**src/rtl/conv_layer_scheduler.sv**
```systemverilog
// Convolution layer scheduler: sequences preload/shift/load commands to the
// input interface and emits tagged valid strobes for each finished shift.
module conv_layer_scheduler #(
  parameter int KERNEL_SIZE   = 3,
  parameter int ARRAY_SIZE    = 6,
  parameter int ARRAY_WIDTH   = 3,
  parameter int TOTAL_WEIGHT  = 4,
  parameter int WEIGHT_WIDTH  = 2,
  parameter int NUM_CHANNEL   = 2,
  parameter int CHANNEL_WIDTH = 1,
  parameter int VALID_LATENCY = 2
) (
  input  logic                     clk,
  input  logic                     rst_n,
  input  logic                     enable,
  input  logic                     continuous,
  input  logic                     stall,
  input  logic [1:0]               input_interface_ack,
  output logic [1:0]               input_interface_cmd,
  output logic                     busy,
  output logic                     valid,
  output logic [WEIGHT_WIDTH-1:0]  feature_idx,
  output logic [CHANNEL_WIDTH-1:0] feature_channel,
  output logic [ARRAY_WIDTH-1:0]   feature_row,
  output logic                     image_calc_fin
);

  localparam logic [1:0] ACK_LOAD_FIN  = 2'd1;
  localparam logic [1:0] ACK_SHIFT_FIN = 2'd2;
  localparam logic [1:0] CMD_IDLE      = 2'd0;
  localparam logic [1:0] CMD_LOAD      = 2'd1;
  localparam logic [1:0] CMD_SHIFT     = 2'd2;

  localparam int PRE_W = $clog2(KERNEL_SIZE + 1);
  localparam int TAG_W = ARRAY_WIDTH + CHANNEL_WIDTH + WEIGHT_WIDTH;
  localparam logic [TAG_W-1:0] LAST_TAG = {ARRAY_WIDTH'(ARRAY_SIZE - 1),
                                           CHANNEL_WIDTH'(NUM_CHANNEL - 1),
                                           WEIGHT_WIDTH'(TOTAL_WEIGHT - 1)};

  typedef enum logic [2:0] {IDLE, PRELOAD, SHIFT, LOAD, DONE} state_t;

  state_t                    state;
  logic [PRE_W-1:0]          pre_cnt;
  logic [WEIGHT_WIDTH-1:0]   w_cnt;
  logic [CHANNEL_WIDTH-1:0]  ch_cnt;
  logic [ARRAY_WIDTH-1:0]    row_cnt;
  logic                      due;
  logic                      outstanding;
  logic [VALID_LATENCY-1:0]  v_pipe;
  logic [VALID_LATENCY-1:0][TAG_W-1:0] t_pipe;

  logic last_pre, last_w, last_ch, last_row, ack_ok, cap_v;
  logic [TAG_W-1:0] cap_tag;

  always_comb begin
    last_pre = (pre_cnt == PRE_W'(KERNEL_SIZE - 1));
    last_w   = (w_cnt   == WEIGHT_WIDTH'(TOTAL_WEIGHT - 1));
    last_ch  = (ch_cnt  == CHANNEL_WIDTH'(NUM_CHANNEL - 1));
    last_row = (row_cnt == ARRAY_WIDTH'(ARRAY_SIZE - 1));
    // Only an ack matching the single outstanding command is honoured.
    ack_ok   = outstanding &&
               (((state == SHIFT) && (input_interface_ack == ACK_SHIFT_FIN)) ||
                (((state == PRELOAD) || (state == LOAD)) &&
                 (input_interface_ack == ACK_LOAD_FIN)));
    cap_v    = ack_ok && (state == SHIFT);
    cap_tag  = {row_cnt, ch_cnt, w_cnt};
  end

  always_ff @(posedge clk) begin
    if (!rst_n) begin
      state               <= IDLE;
      pre_cnt             <= '0;
      w_cnt               <= '0;
      ch_cnt              <= '0;
      row_cnt             <= '0;
      due                 <= 1'b0;
      outstanding         <= 1'b0;
      input_interface_cmd <= CMD_IDLE;
      v_pipe              <= '0;
      t_pipe              <= '0;
    end else if (!enable) begin
      state               <= IDLE;
      pre_cnt             <= '0;
      w_cnt               <= '0;
      ch_cnt              <= '0;
      row_cnt             <= '0;
      due                 <= 1'b0;
      outstanding         <= 1'b0;
      input_interface_cmd <= CMD_IDLE;
      v_pipe              <= '0;
    end else begin
      input_interface_cmd <= CMD_IDLE;

      v_pipe[0] <= cap_v;
      if (cap_v) t_pipe[0] <= cap_tag;
      for (int unsigned i = 1; i < VALID_LATENCY; i++) begin
        v_pipe[i] <= v_pipe[i-1];
        if (v_pipe[i-1]) t_pipe[i] <= t_pipe[i-1];
      end

      // A due command waits out stall; due implies nothing is outstanding.
      if (due && !stall) begin
        input_interface_cmd <= (state == SHIFT) ? CMD_SHIFT : CMD_LOAD;
        due                 <= 1'b0;
        outstanding         <= 1'b1;
      end

      case (state)
        IDLE: begin
          state <= PRELOAD;
          due   <= 1'b1;
        end
        PRELOAD: if (ack_ok) begin
          outstanding <= 1'b0;
          due         <= 1'b1;
          if (last_pre) begin
            pre_cnt <= '0;
            state   <= SHIFT;
          end else begin
            pre_cnt <= pre_cnt + 1'b1;
          end
        end
        LOAD: if (ack_ok) begin
          outstanding <= 1'b0;
          due         <= 1'b1;
          state       <= SHIFT;
        end
        SHIFT: if (ack_ok) begin
          outstanding <= 1'b0;
          due         <= !(last_w && last_ch && last_row) || continuous;
          if (!last_w) begin
            w_cnt <= w_cnt + 1'b1;
          end else begin
            w_cnt <= '0;
            if (!last_ch) begin
              ch_cnt <= ch_cnt + 1'b1;
            end else begin
              ch_cnt <= '0;
              if (!last_row) begin
                row_cnt <= row_cnt + 1'b1;
                state   <= LOAD;
              end else begin
                row_cnt <= '0;
                state   <= continuous ? PRELOAD : DONE;
              end
            end
          end
        end
        DONE: state <= DONE;
        default: state <= IDLE;
      endcase
    end
  end

  assign busy  = (state == PRELOAD) || (state == SHIFT) || (state == LOAD);
  assign valid = v_pipe[VALID_LATENCY-1];
  assign {feature_row, feature_channel, feature_idx} = t_pipe[VALID_LATENCY-1];
  assign image_calc_fin = valid && (t_pipe[VALID_LATENCY-1] == LAST_TAG);

endmodule

```
**config.mk**
```make
export PLATFORM = sky130hd
export DESIGN_NAME = conv_layer_scheduler
export DESIGN_NICKNAME = d
export VERILOG_FILES = /design/src/rtl/conv_layer_scheduler.sv
export SDC_FILE = /design/constraint.sdc
export NUM_CORES = 1
export LEC_CHECK = 0
export ABC_AREA = 1
export CAP_MARGIN = 10
export CORE_MARGIN = 2
export CORE_UTILIZATION = 55
export DETAILED_ROUTE_END_ITERATION = 16
export GPL_ROUTABILITY_DRIVEN = 0
export PLACE_DENSITY = 0.81
export SLEW_MARGIN = 10
export SYNTH_ARGS = -nofsm -noshare
export SYNTH_HDL_FRONTEND = slang
export SYNTH_SLANG_ARGS = --single-unit
export TNS_END_PERCENT = 1
```
**constraint.sdc**
```tcl
create_clock -name clk -period 3.95 [get_ports clk]
set_input_delay 0.5925 -clock clk [delete_from_list [all_inputs] [get_ports clk]]
set_output_delay 0.5925 -clock clk [all_outputs]
set_load 0.02 [all_outputs]
```
==> run summary <==
most frequent cells in the layout -> nand2_1 (39), nor2_1 (33), dfxtp_1 (29)
maximum net fanout on the critical path -> 5
Routed Antenna Nets -> 0
endpoint class of the critical path -> primary output
share of layout cells above drive strength 1 -> 7.39%
Max clock buf depth -> 2
final wirelength -> 2570 µm
htree depth -> 2
Max-Cap Viols -> 0
Fmax -> 407 MHz
DIE HEIGHT -> 53.2 µm
root buffer cell -> clkbuf_4
WP data required -> 3.36 ns
initial drt markers -> 35
Crit-path slowest cell -> clkdlybuf4s50_1
WP buf/inv -> 1
gr busiest metal -> met2
max-slew violation count -> 0
worst clock skew -> 0.00797 ns
# diodes -> 0
outcome -> completed
WL/cell -> 11.1 µm
PostCTS Resize Cnt -> 0
PortBufs -> 17
vias in the first global route -> 1022
dpl ws -> 1.75 ns
worst endpoint data arrival time -> 1.86 ns
number of iterations in the first detailed-routing pass -> 5
RSZ-0062 raised after global routing -> no
Distinct cells, synth -> 24
worst-path cell chain -> nor2_2 -> nand2_1 -> nand2_1 -> clkdlybuf4s50_1
Hold Fails Final Rpt -> 0
setup tns final -> 0 ns
PnR worst setup slack -> 1.49 ns
CTS Hold Bufs -> 0
Initial Utilization -> 59.2%
worst hold path type -> reg -> reg
die width -> 53.2 µm
Avg Inst Size Synth -> 7.17 µm²
Max-slew headroom -> 72.7%
Synth Cell Area -> 0.00133 mm²
Filler cells -> 203
Area Growth Syn to Fin -> 14.8%
Worst setup SP type -> flip-flop
GRT met1 Usage -> 22.5%
grt met3 use -> 5.08%
CTS Sinks -> 29
Post CTS Setup Buffer Count -> 0
Final Net Count -> 211
GRT Total Usage -> 20.7%
CTS buffer count -> 5
Vias/cell -> 5.09
most frequent CP cell -> nand2_1
Worst Tran Pin Value -> 0.408 ns
row count -> 17
min Tclk post-route -> 2.46 ns
largest net degree at the start of global routing -> 15
# DRC -> 0
register area share after synthesis -> 43.5%
Core Util, Final -> 67.9%
vias after detailed routing -> 1175
Finish-stage setup viols -> 0
most common cell after layout, fill and taps aside -> nand2_1
global route overflow -> 0
num ports -> 18
initial antenna violation count -> 0
crit path kind -> reg -> out
CTS tree -> done
worst skew pair latency -> 0.33 ns
Syn. warnings -> 0
Synth Register Bits -> 29
Syn Nets -> 194
met2 Use GR -> 34.8%
DPL Wire Length -> 1910 µm
Top Family by Delay on Critical Path -> buffers and inverters
Clock transition at path regs -> 0.08 ns
CP max stage delay -> 0.62 ns
Leak Pwr -> 0.715 nW
power per cell area -> 345 mW/mm²
core area -> 0.00225 mm²
die area -> 0.00284 mm²
period utilization -> 62.2%
first-pass GRT wire length -> 4080 µm
Pwr Total -> 529 µW
Post-Synthesis Cells -> 186
Peak VDD IR -> 0.000260 V
metal layers:
layer / vias to the layer above / routed length, µm
li1: 609 / -
met4: 0 / 61
met2: 37 / 1270
met3: 7 / 153
met1: 522 / 1080
met5: - / 0
cells by family (layout without fill, tap and decap cells):
group / after synthesis / after routing / share of synthesized area [%]
DFF: 29 / 29 / 43.5
AOI/OAI and AO/OA: 28 / 28 / 10.7
xor gates and xnor gates: 1 / 1 / 0.657
and+or+nand+nor: 94 / 94 / 32.2
buffers and inverters: 33 / 50 / 12.0
adders and majority gates: 1 / 1 / 0.938
synthesized netlist by cell type:
cell,count,share of area (%)
nor4_1,1,0.47
inv_2,1,0.28
buf_6,1,0.84
nand2_1,39,11
ha_1,1,0.94
o21ai_0,13,4.9
nand2_2,1,0.47
xor2_1,1,0.66
nand3_1,7,2.6
buf_4,5,2.8
nand2_4,3,2.5
nor2_8,1,1.5
dfxtp_1,29,44
a22oi_1,1,0.56
clkinv_1,1,0.28
nor3_1,3,1.1
clkbuf_8,1,1.0
nor2_2,2,0.94
nor2_1,33,9.3
nand3b_1,1,0.56
a21oi_1,14,5.3
nand3_2,1,0.75
inv_1,24,6.8
nand4_1,2,0.94
final timing paths:
| path | cells after the start | endpoint | start | slack [ns] |
|---|---|---|---|---|
| max reg2reg | 10 | t_pipe[2]$_SDFFE_PN0P_ | state[0]$_SDFFE_PN0P_ | 2.54 |
| min | 2 | feature_row[1]$_SDFFE_PN0P_ | t_pipe[4]$_SDFFE_PN0P_ | 0.47 |
| max | 4 | busy | state[2]$_SDFFE_PN0P_ | 1.49 |
| min reg2reg | 2 | feature_row[1]$_SDFFE_PN0P_ | t_pipe[4]$_SDFFE_PN0P_ | 0.47 |
metrics by stage:
step	hold slack (ns)	std cells	area, µm²
detailed placement	0.455	224	1480
global route	0.475	231	1530
CTS	0.469	231	1530
finish	0.467	231	1530
floorplan	0.429	186	1330
global placement	0.439	224	1480
cell type report:
class | instances | area, µm² | area share, %
Tap cell | 28 | 35.0 | 2.29
Inverter | 26 | 97.6 | 6.37
Clock buffer | 7 | 55.1 | 3.59
Sequential cell | 29 | 581 | 37.9
Timing Repair Buffer | 17 | 170 | 11.1
Multi-Input combinational cell | 124 | 593 | 38.7
where the power goes:
part | switching (mW) | internal (mW) | leakage [nW]
Clock | 0.0989 | 0.0838 | 0.0314
Sequential | 0.00409 | 0.296 | 0.234
Combinational | 0.0288 | 0.0179 | 0.449
state kept, by name, indices dropped and copies added (netlist names):
name / flops
feature_idx: 2
feature_channel: 1
feature_row: 3
ch_cnt: 1
input_interface_cmd: 2
w_cnt: 2
t_pipe: 6
pre_cnt: 2
row_cnt: 3
v_pipe: 2
due: 1
state: 3
outstanding: 1
worst min-delay path, stage by stage (launching register included):
cell and delay (ns):
dfxtp_1 0.30, inv_1 0.06, a21oi_1 0.06
Note: power is estimated with default switching activity, not from simulation.
